**config.mk**
```make
export PLATFORM = sky130hd
export DESIGN_NAME = alu_seq_ctrl
export DESIGN_NICKNAME = d
export VERILOG_FILES = /design/src/rtl/alu_seq_ctrl.sv
export SDC_FILE = /design/constraint.sdc
export NUM_CORES = 1
export LEC_CHECK = 0
export ABC_AREA = 1
export ABC_CLOCK_PERIOD_IN_PS = 1900
export CORE_ASPECT_RATIO = 1.75
export CORE_MARGIN = 3
export CORE_UTILIZATION = 43
export DETAILED_ROUTE_END_ITERATION = 16
export PLACE_DENSITY = 0.8
export SYNTH_ARGS = -nofsm -noshare
export SYNTH_HDL_FRONTEND = slang
export SYNTH_SLANG_ARGS = --single-unit
```
**constraint.sdc**
```tcl
create_clock -name clk -period 1.9 [get_ports clk]
set_input_delay 0.475 -clock clk [delete_from_list [all_inputs] [get_ports clk]]
set_output_delay 0.475 -clock clk [all_outputs]
set_load 0.02 [all_outputs]
```
**src/rtl/alu_seq_ctrl.sv**
```systemverilog
// Sequencing controller for a register-file/ALU datapath: runs one command
// for cmd_rep+1 iterations, optionally writing back each result, then holds a response.
module alu_seq_ctrl #(
    parameter int CNT_W      = 4,
    parameter bit STOP_ON_OF = 1'b1
) (
    input  logic             clk,
    input  logic             rst_n,

    input  logic             cmd_valid,
    output logic             cmd_ready,
    input  logic [2:0]       cmd_op,
    input  logic [4:0]       cmd_ra,
    input  logic [4:0]       cmd_rb,
    input  logic [4:0]       cmd_rw,
    input  logic             cmd_wb,
    input  logic [CNT_W-1:0] cmd_rep,

    output logic [4:0]       dp_addr_a,
    output logic [4:0]       dp_addr_b,
    output logic [4:0]       dp_addr_w,
    output logic [2:0]       dp_alu_op,
    output logic             dp_write,
    input  logic [31:0]      dp_f,
    input  logic             dp_zf,
    input  logic             dp_of,

    output logic             rsp_valid,
    input  logic             rsp_ready,
    output logic [31:0]      rsp_data,
    output logic             rsp_zf,
    output logic             rsp_of,
    output logic [CNT_W:0]   rsp_iters,

    output logic             busy
);

    localparam logic [1:0] S_IDLE  = 2'd0;
    localparam logic [1:0] S_EXEC  = 2'd1;
    localparam logic [1:0] S_WRITE = 2'd2;
    localparam logic [1:0] S_RESP  = 2'd3;

    logic [1:0]       state;
    logic [2:0]       op_q;
    logic [4:0]       ra_q;
    logic [4:0]       rb_q;
    logic [4:0]       rw_q;
    logic             wb_q;
    logic [CNT_W-1:0] remaining;
    logic [CNT_W:0]   iters;
    logic [31:0]      f_q;
    logic             zf_q;
    logic             of_sticky;
    logic             of_last;

    logic             of_now;
    logic             loop_end;
    logic             active;

    // The overflow that ends the loop is the one from the iteration just
    // executed: live from the datapath in EXEC, the captured copy in WRITE.
    assign of_now   = (state == S_EXEC) ? dp_of : of_last;
    assign loop_end = (remaining == '0) || (STOP_ON_OF && of_now);

    // NOTE: every register here is sequential state, so all of it is assigned
    // with non-blocking <= and cleared by the asynchronous reset.
    always_ff @(posedge clk or negedge rst_n) begin
        if (!rst_n) begin
            state     <= S_IDLE;
            op_q      <= '0;
            ra_q      <= '0;
            rb_q      <= '0;
            rw_q      <= '0;
            wb_q      <= 1'b0;
            remaining <= '0;
            iters     <= '0;
            f_q       <= '0;
            zf_q      <= 1'b0;
            of_sticky <= 1'b0;
            of_last   <= 1'b0;
        end else begin
            case (state)
                S_IDLE: begin
                    if (cmd_valid) begin
                        op_q      <= cmd_op;
                        ra_q      <= cmd_ra;
                        rb_q      <= cmd_rb;
                        rw_q      <= cmd_rw;
                        wb_q      <= cmd_wb;
                        remaining <= cmd_rep;
                        iters     <= '0;
                        of_sticky <= 1'b0;
                        of_last   <= 1'b0;
                        state     <= S_EXEC;
                    end
                end
                S_EXEC: begin
                    f_q       <= dp_f;
                    zf_q      <= dp_zf;
                    of_sticky <= of_sticky | dp_of;
                    of_last   <= dp_of;
                    iters     <= iters + (CNT_W+1)'(1);
                    if (wb_q) begin
                        state <= S_WRITE;
                    end else if (loop_end) begin
                        state <= S_RESP;
                    end else begin
                        remaining <= remaining - CNT_W'(1);
                        state     <= S_EXEC;
                    end
                end
                S_WRITE: begin
                    if (loop_end) begin
                        state <= S_RESP;
                    end else begin
                        remaining <= remaining - CNT_W'(1);
                        state     <= S_EXEC;
                    end
                end
                S_RESP: begin
                    if (rsp_ready) begin
                        state <= S_IDLE;
                    end
                end
                default: state <= S_IDLE;
            endcase
        end
    end

    // Gating with rst_n keeps cmd_ready low while reset is held even though
    // the state register already reads IDLE.
    assign cmd_ready = rst_n && (state == S_IDLE);
    assign busy      = (state != S_IDLE);
    assign active    = (state == S_EXEC) || (state == S_WRITE);

    assign dp_addr_a = active ? ra_q : 5'd0;
    assign dp_addr_b = active ? rb_q : 5'd0;
    assign dp_addr_w = active ? rw_q : 5'd0;
    assign dp_alu_op = active ? op_q : 3'd0;
    assign dp_write  = (state == S_WRITE);

    assign rsp_valid = (state == S_RESP);
    assign rsp_data  = f_q;
    assign rsp_zf    = zf_q;
    assign rsp_of    = of_sticky;
    assign rsp_iters = iters;

endmodule

```
# Yosys cells after proc, flatten, opt, wreduce, memory -nomap -nowiden
# Index checks and enable logic that the tools add are counted.
word_totals:
  word_cells: 52
  ff_bits: 65
  out_inout_bits: 61
op_classes:
  mux: 19
  addsub: 2
  n_bitwise: 1
  eq_ne: 6
  n_reduce_logical: 12
ops:
  columns: ["cell", "n"]
  rows:
  - ["two-way mux 5 bit", 4]
  - ["two-way mux 4 bit", 3]
  - ["case mux 4 bit (3 select lines)", 1]
  - ["case mux 5 bit (2 select lines)", 1]
  - ["two-way mux 2 bit", 4]
  - ["case mux 2 bit (4 select lines)", 1]
  - ["AND reduction 2 bit", 3]
  - ["adder 5 x 1 -> 5 bit (second input constant)", 1]
  - ["== test 2 bit (second input constant)", 2]
  - ["zero test 4 bit", 1]
  - ["!= test 2 bit (second input constant)", 2]
  - ["case mux 1 bit (2 select lines)", 2]
  - ["nonzero test 2 bit", 2]
  - ["subtractor 4 x 1 -> 4 bit (second input constant)", 1]
  - ["two-way mux 3 bit", 1]
  - ["AND reduction 3 bit", 1]
  - ["nonzero test 3 bit", 1]
  - ["== test 2 x 1 -> 1 bit (second input constant)", 1]
  - ["zero test 2 bit", 1]
  - ["logical OR 1 bit", 2]
  - ["two-way mux 1 bit", 2]
  - ["!= test 2 x 1 -> 1 bit (second input constant)", 1]
  - ["logical AND 1 bit", 1]
  - ["OR 1 bit", 1]

# Longest topological paths before layout
logic_depth:
  word_depth: 6
  ltp_mapped: 11

# Worst setup path after synthesis
# Ideal clock, no wire load.
synth_timing:
  kind: "register to output"
  from: "reg state[1]"
  to: "out dp_addr_a[0]"
  arrival_ns: 1.184
  path_buffers: 1
  path_slack_ns: 0.241
  path_stages_with_launch: 6
  required_ns: 1.425
  cell_sequence: "dfrtp_1 inv_1 ha_1 buf_2 nand2_1 inv_1"
synth_via:
  elab_chain_len: 3
synth_lines:
  columns: ["item", "line", "source"]
  rows:
  - ["start, declared", "43", "logic [1:0] state;"]
  - ["start signal, assigned", "69", "state <= S_IDLE;"]
  - ["start signal, assigned", "94", "state <= S_EXEC;"]
  - ["start signal, assigned", "104", "state <= S_WRITE;"]
  - ["== test 2 x 1 -> 1 bit or == test 2 bit (tied branches)", "134", "assign active = (state == S_EXEC) || (state == S_WRITE);"]
  - ["logical OR 1 bit (*)", "134", null]
  - ["two-way mux 5 bit (*)", "136", "assign dp_addr_a = active ? ra_q : 5'd0;"]
  - ["end, declared", "19", "output logic [4:0] dp_addr_a,"]
# Every way passes the cells marked *; elsewhere a longest branch is shown, timed or not.

# Final worst setup path
layout_timing:
  from: "reg state[1]"
  to: "out dp_addr_w[3]"
layout_via:
  elab_chain_len: 3
layout_lines:
  columns: ["item", "line", "source"]
  rows:
  - ["== test 2 x 1 -> 1 bit or == test 2 bit (tied branches)", "134", null]
  - ["logical OR 1 bit (*)", "134", null]
  - ["two-way mux 5 bit (*)", "138", "assign dp_addr_w = active ? rw_q : 5'd0;"]
  - ["end, declared", "21", "output logic [4:0] dp_addr_w,"]
# Marks and branches as above.

==> reports/qor.yml <==
place_congestion: 0.787
core_area_um2: 6640
initial_core_util: 0.450
synth_nets: 443
numCtsBuffers: 9
worst_path_largest_cell_delay_ns: 0.37
via_per_inst: 4.72
min_period_ns: 1.89
grt_start_max_net_pins: 66
hold_viol: 0
tns_ns: 0
synth_cell_type_count: 22
grt_usage: 0.217
synth_top_area_cell: "dfrtp_1"
critPathLaunchType: "flop"
skew_ns: 0.00617
layout.cells.non_filler: 593
cp.required_ns: 1.42
die_width_um: 69.0
synth_area_per_cell_um2: 7.94
die_h_um: 116
worst_pin_slew_ns: 0.796
outcome: "finished clean"
wirelength_mm: 7.94
postCtsSetupRepairBufs: 0
drc: 0
grt_setup_unrepaired: "yes"
synth_top_cell_area_share: 0.545
vdd_drop_max_v: 0.00109
dp_hpwl_mm: 5.83
grt_pass1_vias: 2881
drt_iter0_drc: 102
timing.hold.ws_ns: 0.358
finalInstanceArea_um2: 4650
cts_tree: "built"
syn_inst: 376
slew_violations: 0
total_power_mw: 9.11
place_inst: 577
yosysWarnings: 0
drtPass1Iterations: 6
drv_cap: 0
power_density_nw_per_um2: 1960
grt-ovfl-total: 0
max_freq_mhz: 528
num_rows: 39
leakage_nw: 2.51
ant_nets: 0
worstPathArrival_ns: 1.42
area_growth_pct: 55.8
die-area_um2: 8020
crit_buf_inv: 4
cts_buffer_depth: 2
critPathSlowestCell: "dfrtp_1"
cts_root_buf: "clkbuf_16"
io_pins: 122
cts.sinks: 65
clk_latency_ns: 0.33
dpl-instance-area_um2: 4300
cpLargestDelayFamily: "buffers and inverters"
final.period_utilization: 0.997
port_buffers: 121
setup_viol: 0
wl_per_cell_um: 13.4
grt_pass1_wl_mm: 12.9
worst_setup_path_end_kind: "primary output"
relSlewSlack: 0.470
worstPathMaxFanout: 19
syn_area_um2: 2990
crit_path_cell_trace: "inv_2, ha_4, buf_12, nand2_1, inv_1, buf_6"
ys_seq_area_frac: 0.545
path_clk_slew_ns: 0.06
drive_gt1_frac: 0.141
synth_area_leaders: "dfrtp_1 (54%), nand2_1 (26%), inv_1 (4.1%), ha_1 (2.5%), nand3_1 (2.0%)"
vias: 2801
layout.nets: 573
antenna_cells: 0
cts.htree.levels: 3
antenna_found_initial: 0
path_class: "flop to primary output"
synth-seq-cells: 65
min_path_type: "input pin to async pin"
fillCellCount: 532
[path summary, 6_finish.rpt]
| path | startpoint | to | slack [ns] | cells after the start |
|---|---|---|---|---|
| worst min-delay path | rst_n | rsp_data[12] | 0.36 | 2 |
| worst max register to register | state[1] | of_last | 0.17 | 6 |
| worst min register to register | rsp_data[4] | rsp_data[4] | 0.47 | 2 |
| worst max-delay path | state[1] | dp_addr_w[3] | 0.005 | 6 |
| min in group clk | rsp_data[4] | rsp_data[4] | 0.47 | 2 |
| max in group asynchronous | rst_n | rw_q[2] | 1.01 | 2 |
[where the power goes]
part	internal [mW]	total, mW	switching (mW)
sequential	2.06	2.47	0.406
combinational	2.08	4.85	2.76
clock	1.21	1.79	0.579
[flip-flops by register name, indices dropped and copies added, names as in the netlist]
register / flops
state: 2
rb_q: 5
of_last: 1
ra_q: 5
rsp_data: 32
rsp_zf: 1
remaining: 4
wb_q: 1
op_q: 3
rw_q: 5
rsp_of: 1
rsp_iters: 5
[kinds of logic (layout without fill, tap and decap cells)]
kind of cell,after synthesis,after routing,share of synthesized area
AOI/OAI and AO/OA,16,16,0.0314
adders and majority gates,6,6,0.0251
buffers and inverters,52,187,0.0834
DFF,65,65,0.545
and+or+nand+nor,237,237,0.315
[per-layer routing]
metal	vias to the layer above	GRT usage	wire, um
met5	-	0	0
met3	34	0.0635	404
met4	0	0.128	410
met1	1271	0.222	2830
met2	105	0.376	4290
li1	1391	-	-
[synth_stat cells, drive strengths merged]
master  number
a21oi        6
o21ai        9
dfrtp       65
ha           6
nand3       13
nand2      214
nand4        2
o211ai       1
nor2         8
buf         14
inv         38
[metrics by stage]
step	util	setup slack [ns]
5_1_grt	0.701	-0.0661
4_1_cts	0.688	0.000204
2_1_floorplan	-	0.241
6_report	0.701	0.00521
3_5_place_dp	0.648	-0.165
3_3_place_gp	0.648	-0.0901
[cell type report]
class                      instances  area, um2  share of cell area
sequential                        65       1630               0.350
clock buffer                      11        253              0.0543
clock inverter                     5       77.6              0.0167
timing repair buffer             133       1320               0.284
multi-input combinational        259       1120               0.241
tap                               82        103              0.0221
inverter                          38        150              0.0323
[placed cells by master, fill, tap and decap left out, types with 2 or more instances in the layout]
cell	netlist	final
buf_4	4	11
clkbuf_2	0	2
clkbuf_8	0	2
nand2_1	207	207
dlygate4sd2_1	0	2
nand4_1	2	2
nor2_1	7	7
inv_1	33	27
clkdlybuf4s50_1	0	95
o21ai_0	7	7
dfrtp_1	65	65
inv_2	3	9
buf_6	3	18
clkinv_2	0	2
nand2_2	6	6
a21oi_1	6	6
clkbuf_16	0	9
buf_2	7	2
dlymetal6s2s_1	0	2
nand3_1	12	12
bufinv_16	0	2
ha_1	6	5
[what timing repair did]
action	4_1_cts	5_1_grt
endpoints found under the setup margin	23	23
hold buffers	0	0
resized for setup	91	38
(Power assumes the default switching activity.)
